File: src/rtl/stream_mmu_pkg.sv
// Shared types and constants for the stream MMU: FSM states, LFSR constants
// and the one-hot helper used to drive the channel LEDs.
package stream_mmu_pkg;

  typedef enum logic [1:0] {
    S_OFF,
    S_SHOW,
    S_DWELL
  } mmu_state_t;

  localparam logic [15:0] LFSR_TAPS         = 16'hB400;
  localparam logic [15:0] LFSR_DEFAULT_SEED = 16'hACE1;

  // Valid for channel counts up to 32; out-of-range indices give all zeros.
  function automatic logic [31:0] onehot(input int idx, input int n);
    logic [31:0] v;
    v = '0;
    if (idx >= 0 && idx < n && idx < 32) v = 32'd1 << idx;
    return v;
  endfunction

endpackage

File: src/rtl/stream_mmu_lfsr16.sv
// 16-bit right-shifting Galois LFSR with enable; a zero seed is swapped for
// the default so the register can never lock up at zero.
module lfsr16
  import stream_mmu_pkg::*;
(
  input  logic        clk_i,
  input  logic        rst_n_i,
  input  logic        en_i,
  input  logic [15:0] seed_i,
  output logic [15:0] q_o
);

  logic [15:0] q_q, q_d;

  always_comb begin
    q_d = q_q;
    if (en_i) q_d = q_q[0] ? ((q_q >> 1) ^ LFSR_TAPS) : (q_q >> 1);
  end

  always_ff @(posedge clk_i) begin
    if (!rst_n_i) q_q <= (seed_i == 16'h0000) ? LFSR_DEFAULT_SEED : seed_i;
    else          q_q <= q_d;
  end

  assign q_o = q_q;

endmodule

File: src/rtl/stream_mmu.sv
// Stream MMU: offers one of N aggregator words at a time over valid/ready,
// picking channels round-robin or pseudo-randomly with a programmable dwell.
module stream_mmu
  import stream_mmu_pkg::*;
#(
  parameter int          W     = 64,
  parameter int          N     = 4,
  parameter int          IDX_W = $clog2(N),
  parameter int          DWELL = 2,
  parameter logic [15:0] SEED  = LFSR_DEFAULT_SEED
) (
  input  logic                  d_clk_i,
  input  logic                  d_rst_n_i,
  input  logic                  d_off_i,
  input  logic                  mode_i,
  input  logic [N-1:0][W-1:0]   in_i,
  input  logic                  out_ready_i,
  output logic [W-1:0]          out_o,
  output logic                  out_valid_o,
  output logic [IDX_W-1:0]      cur_idx_o,
  output logic [N-1:0]          led_o
);

  localparam int CNT_W = (DWELL > 0) ? $clog2(DWELL + 1) : 1;
  localparam logic [CNT_W-1:0] DWELL_LOAD = CNT_W'(DWELL);
  localparam logic [IDX_W:0]   N_EXT      = (IDX_W + 1)'(N);
  localparam logic [IDX_W:0]   ONE_EXT    = (IDX_W + 1)'(1);

  mmu_state_t       state_q, state_d;
  logic [W-1:0]     out_q, out_d;
  logic [IDX_W-1:0] idx_q, idx_d;
  logic [CNT_W-1:0] cnt_q, cnt_d;
  logic [15:0]      lfsr_q;

  logic [IDX_W:0]   incExt, rawExt, rndExt;
  logic [IDX_W-1:0] selIdx;

  lfsr16 u_lfsr (
    .clk_i   (d_clk_i),
    .rst_n_i (d_rst_n_i),
    .en_i    (state_q != S_OFF),
    .seed_i  (SEED),
    .q_o     (lfsr_q)
  );

  // Index arithmetic is carried one bit wider than CUR_IDX so the +1 wrap is exact.
  assign incExt = ({1'b0, idx_q} + ONE_EXT) % N_EXT;
  assign rawExt = (IDX_W + 1)'(lfsr_q % 16'(N));
  assign rndExt = (rawExt == {1'b0, idx_q}) ? (rawExt + ONE_EXT) % N_EXT : rawExt;
  assign selIdx = mode_i ? IDX_W'(rndExt) : IDX_W'(incExt);

  always_comb begin
    state_d = state_q;
    out_d   = out_q;
    idx_d   = idx_q;
    cnt_d   = cnt_q;
    case (state_q)
      S_OFF: begin
        if (!d_off_i) begin
          out_d   = in_i[idx_q];
          state_d = S_SHOW;
        end
      end
      S_SHOW: begin
        if (d_off_i) begin
          state_d = S_OFF;
          cnt_d   = '0;
        end else if (out_ready_i) begin
          if (DWELL > 0) begin
            state_d = S_DWELL;
            cnt_d   = DWELL_LOAD;
          end else begin
            idx_d = selIdx;
            out_d = in_i[selIdx];
          end
        end
      end
      S_DWELL: begin
        if (d_off_i) begin
          state_d = S_OFF;
          cnt_d   = '0;
        end else if (cnt_q == CNT_W'(1)) begin
          idx_d   = selIdx;
          out_d   = in_i[selIdx];
          cnt_d   = '0;
          state_d = S_SHOW;
        end else begin
          cnt_d = cnt_q - CNT_W'(1);
        end
      end
      default: state_d = S_OFF;
    endcase
  end

  always_ff @(posedge d_clk_i) begin
    if (!d_rst_n_i) begin
      state_q <= S_OFF;
      out_q   <= '0;
      idx_q   <= '0;
      cnt_q   <= '0;
    end else begin
      state_q <= state_d;
      out_q   <= out_d;
      idx_q   <= idx_d;
      cnt_q   <= cnt_d;
    end
  end

  assign out_o       = out_q;
  assign out_valid_o = (state_q == S_SHOW);
  assign cur_idx_o   = idx_q;
  assign led_o       = (state_q == S_OFF) ? '0 : N'(onehot(int'(idx_q), N));

endmodule

File: config.mk
export PLATFORM = sky130hd
export DESIGN_NAME = stream_mmu
export DESIGN_NICKNAME = d
export VERILOG_FILES = /design/src/rtl/stream_mmu_pkg.sv /design/src/rtl/stream_mmu_lfsr16.sv /design/src/rtl/stream_mmu.sv
export SDC_FILE = /design/constraint.sdc
export NUM_CORES = 1
export LEC_CHECK = 0
export ABC_AREA = 1
export CAP_MARGIN = 20
export CORE_MARGIN = 2
export CORE_UTILIZATION = 40
export DETAILED_ROUTE_END_ITERATION = 8
export GPL_TIMING_DRIVEN = 0
export PLACE_DENSITY = 0.74
export SYNTH_ARGS = -nofsm -noshare
export SYNTH_HDL_FRONTEND = slang
export SYNTH_HIERARCHICAL = 1
export SYNTH_SLANG_ARGS = --single-unit
File: constraint.sdc
create_clock -name d_clk_i -period 2.7 [get_ports d_clk_i]
set_input_delay 0.675 -clock d_clk_i [delete_from_list [all_inputs] [get_ports d_clk_i]]
set_output_delay 0.675 -clock d_clk_i [all_outputs]
set_load 0.005 [all_outputs]
==> results of run 1 <==
[per-stage QoR]
stage | std cells | setup WS [ns] | hold WS (ns) | setup TNS, ns | instance area (sq um)
2_1_floorplan | 1662 | 0.7776 | 0.4283 | 0 | 8951
3_3_place_gp | 2273 | -0.003790 | 0.4465 | -0.006298 | 12610
3_5_place_dp | 2273 | -0.05442 | 0.4544 | -0.1208 | 12610
4_1_cts | 2289 | 0.03473 | 0.4659 | 0 | 12930
5_1_grt | 2291 | 0.08929 | 0.4789 | 0 | 12940
6_report | 2291 | 0.1258 | 0.4643 | 0 | 12940
[worst max-delay path, cell delays in order, from the launching register on]
cell and delay (ns):
dfxtp_4 0.48, buf_6 0.21, inv_2 0.08, ha_1 0.19
inv_1 0.05, nor2_1 0.04, clkdlybuf4s50_1 0.48
[per-layer routing]
metal | track usage, % | part of all wire, %
met5 | 0 | 0
met1 | 41.83 | 40
met3 | 6.286 | 9.6
met4 | 15.48 | 4.2
met2 | 54.77 | 46
[power breakdown]
group	switching, W	total [W]	internal, W
logic	0.000837	0.00161	0.000770
registers	0.0000534	0.00146	0.00141
clock network	0.000660	0.00140	0.000741
[layout make-up]
cell class	instances	area (sq um)
Fill cell	2225	8813
Multi-Input combinational cell	1166	5369
Timing Repair Buffer	332	3321
Sequential cell	86	1886
Inverter	274	1032
Buffer	135	668.1
Tap cell	280	350.3
Clock buffer	9	225.2
Clock inverter	7	86.33
Antenna cell	2	5.005
[cells in the final DEF, fill, tap and decap left out, drive strengths merged, types with 5 or more instances in the layout]
| cell type | n |
|---|---|
| o21ai | 134 |
| buf | 75 |
| ha | 5 |
| nand3 | 323 |
| nand2 | 356 |
| clkdlybuf4s50 | 331 |
| clkbuf | 70 |
| inv | 276 |
| dfxtp | 70 |
| nor2 | 37 |
| a21oi | 269 |
| conb | 32 |
| edfxtp | 16 |
[state kept, by name, summed over array words and instances (netlist names)]
name and count:
out_o 64, cnt_q 2, u_lfsr/q_o 16, state_q 2, cur_idx_o 2
[what timing repair did]
item                                    4_1_cts  5_1_grt
buffers inserted                              1        0
endpoints found under the setup margin        4        2
gates resized for setup                       2        1
[final timing paths]
path / start / to / slack (ns) / depth (start not counted)
setup reg to reg: cur_idx_o[1] / out_o[47] / 0.22 / 12
setup / recovery: cur_idx_o[0] / led_o[0] / 0.13 / 6
hold / removal: out_o[27] / out_o[27] / 0.46 / 2
hold reg to reg: out_o[27] / out_o[27] / 0.46 / 2
[cell families after synthesis]
| group | after synthesis | synth area share, % |
|---|---|---|
| adders and majority gates | 5 | 0.7078 |
| other | 2 | 0.08497 |
| and+or+nand+nor | 720 | 35.28 |
| DFF | 86 | 21.29 |
| AOI/OAI and AO/OA | 407 | 23.20 |
| xor gates and xnor gates | 2 | 0.1982 |
| buffers and inverters | 410 | 19.24 |
==> metrics.txt, run 1 <==
TritonCTS Buffers=9; Final Hold Fails=0; overall power=between 0.004 and 0.005 W; WP data required=a little over 2 ns; Core Box Area=roughly 22000 sq um; Sink Count=between 80 and 90; Final Max Tran Viols=0; placement row count=54; pwr/cell area=roughly 350 nW/um^2; register bit total from synthesis=between 80 and 90; Seq/Total Area, Yosys=a little over a fifth; Cell variety after synth=26; most frequent cell after synthesis=nand2_1; Final Wtd Congestion=around 0.9; die area=23300 sq um; slew margin rel.=between 50% and 60%; Iter 0 DRT Violations=1121; CP startpoint kind=register; Layout Skew=approximately 0.009 ns; Reg clk slew, reported paths=about 0.070 ns; Setup violations, final=0; # DRC=0; Yosys top cell area share=18.29%; Final Cycle Share=a little over nine tenths; # port buffers=331; Worst Hold Class=reg -> reg; Vias=approximately 12000; initial antenna violation count=2; status=finished, final reports clean; dominant synthesized flop cell=dfxtp_1; Worst VDD drop=around 0.37 mV; root buffer cell=clkbuf_16; Die Ht=between 150 and 200 um; vias per cell=5.415; drt pass-1 iters=8; Data arrival, critical path=~1.9 ns; first-pass GRT wire length=between 60000 and 70000 um; H-tree Lvls=3; CTS tree=done; Worst Tran Pin Value=between 0.6 and 0.7 ns; CP Max Fanout=10; Die W=approximately 150 um; NumNets Final=around 2300; Pleak=~6 nW; Async SR Flop Fraction=0%; fmax=~0.4 GHz; Clk Latency, worst-skew pair=between 0.3 and 0.4 ns; YS warnings=6; Post-DRT Antenna Nets=0; Synth-to-Final Area Change=46.43%; minimum clock period=between 2 and 3 ns; maximum buffer depth of the clock tree=2; starting density of the core=around two fifths; max_cap viols=0; crit end category=output pin; Mapped Avg Cell Area=approximately 5.4 sq um; largest net degree at the start of global routing=18; post-DP HPWL=30420 um; total gr overflow=0; most frequent cells after synthesis=nand2_1, nand3_1, inv_1, a21oi_1, o21ai_0; Routed Wire Length=just over 40000 um; Global Route Usage Sum=between 30% and 40%; Post-synth EDFFs=16; post-layout util=59.49%; crit path kind=reg -> out; layout cell share with drive strength beyond 1=4.530%; Synth area leaders=nand3_1, dfxtp_1, a21oi_1; leading area contributor after synthesis=nand3_1; post-DR wirelength/cell=about 18 um; vias in the first global route=approximately 12000; IO Count=~330; Syn Std Cell Area=~8800 sq um; RSZ-0062 raised after global routing=no; post-synthesis cell count=about 1600; Hold Buf Count CTS=0
Power figures use the tool's default switching activity.
==> run 2: changes to the inputs <==
--- a/config.mk
+++ b/config.mk
@@ -6,7 +6,6 @@
 export NUM_CORES = 1
 export LEC_CHECK = 0
 export ABC_AREA = 1
-export CAP_MARGIN = 20
 export CORE_MARGIN = 2
 export CORE_UTILIZATION = 40
 export DETAILED_ROUTE_END_ITERATION = 8
==> results of run 2 <==
No change in the layout: final DEF, timing and power equal those of run 1.
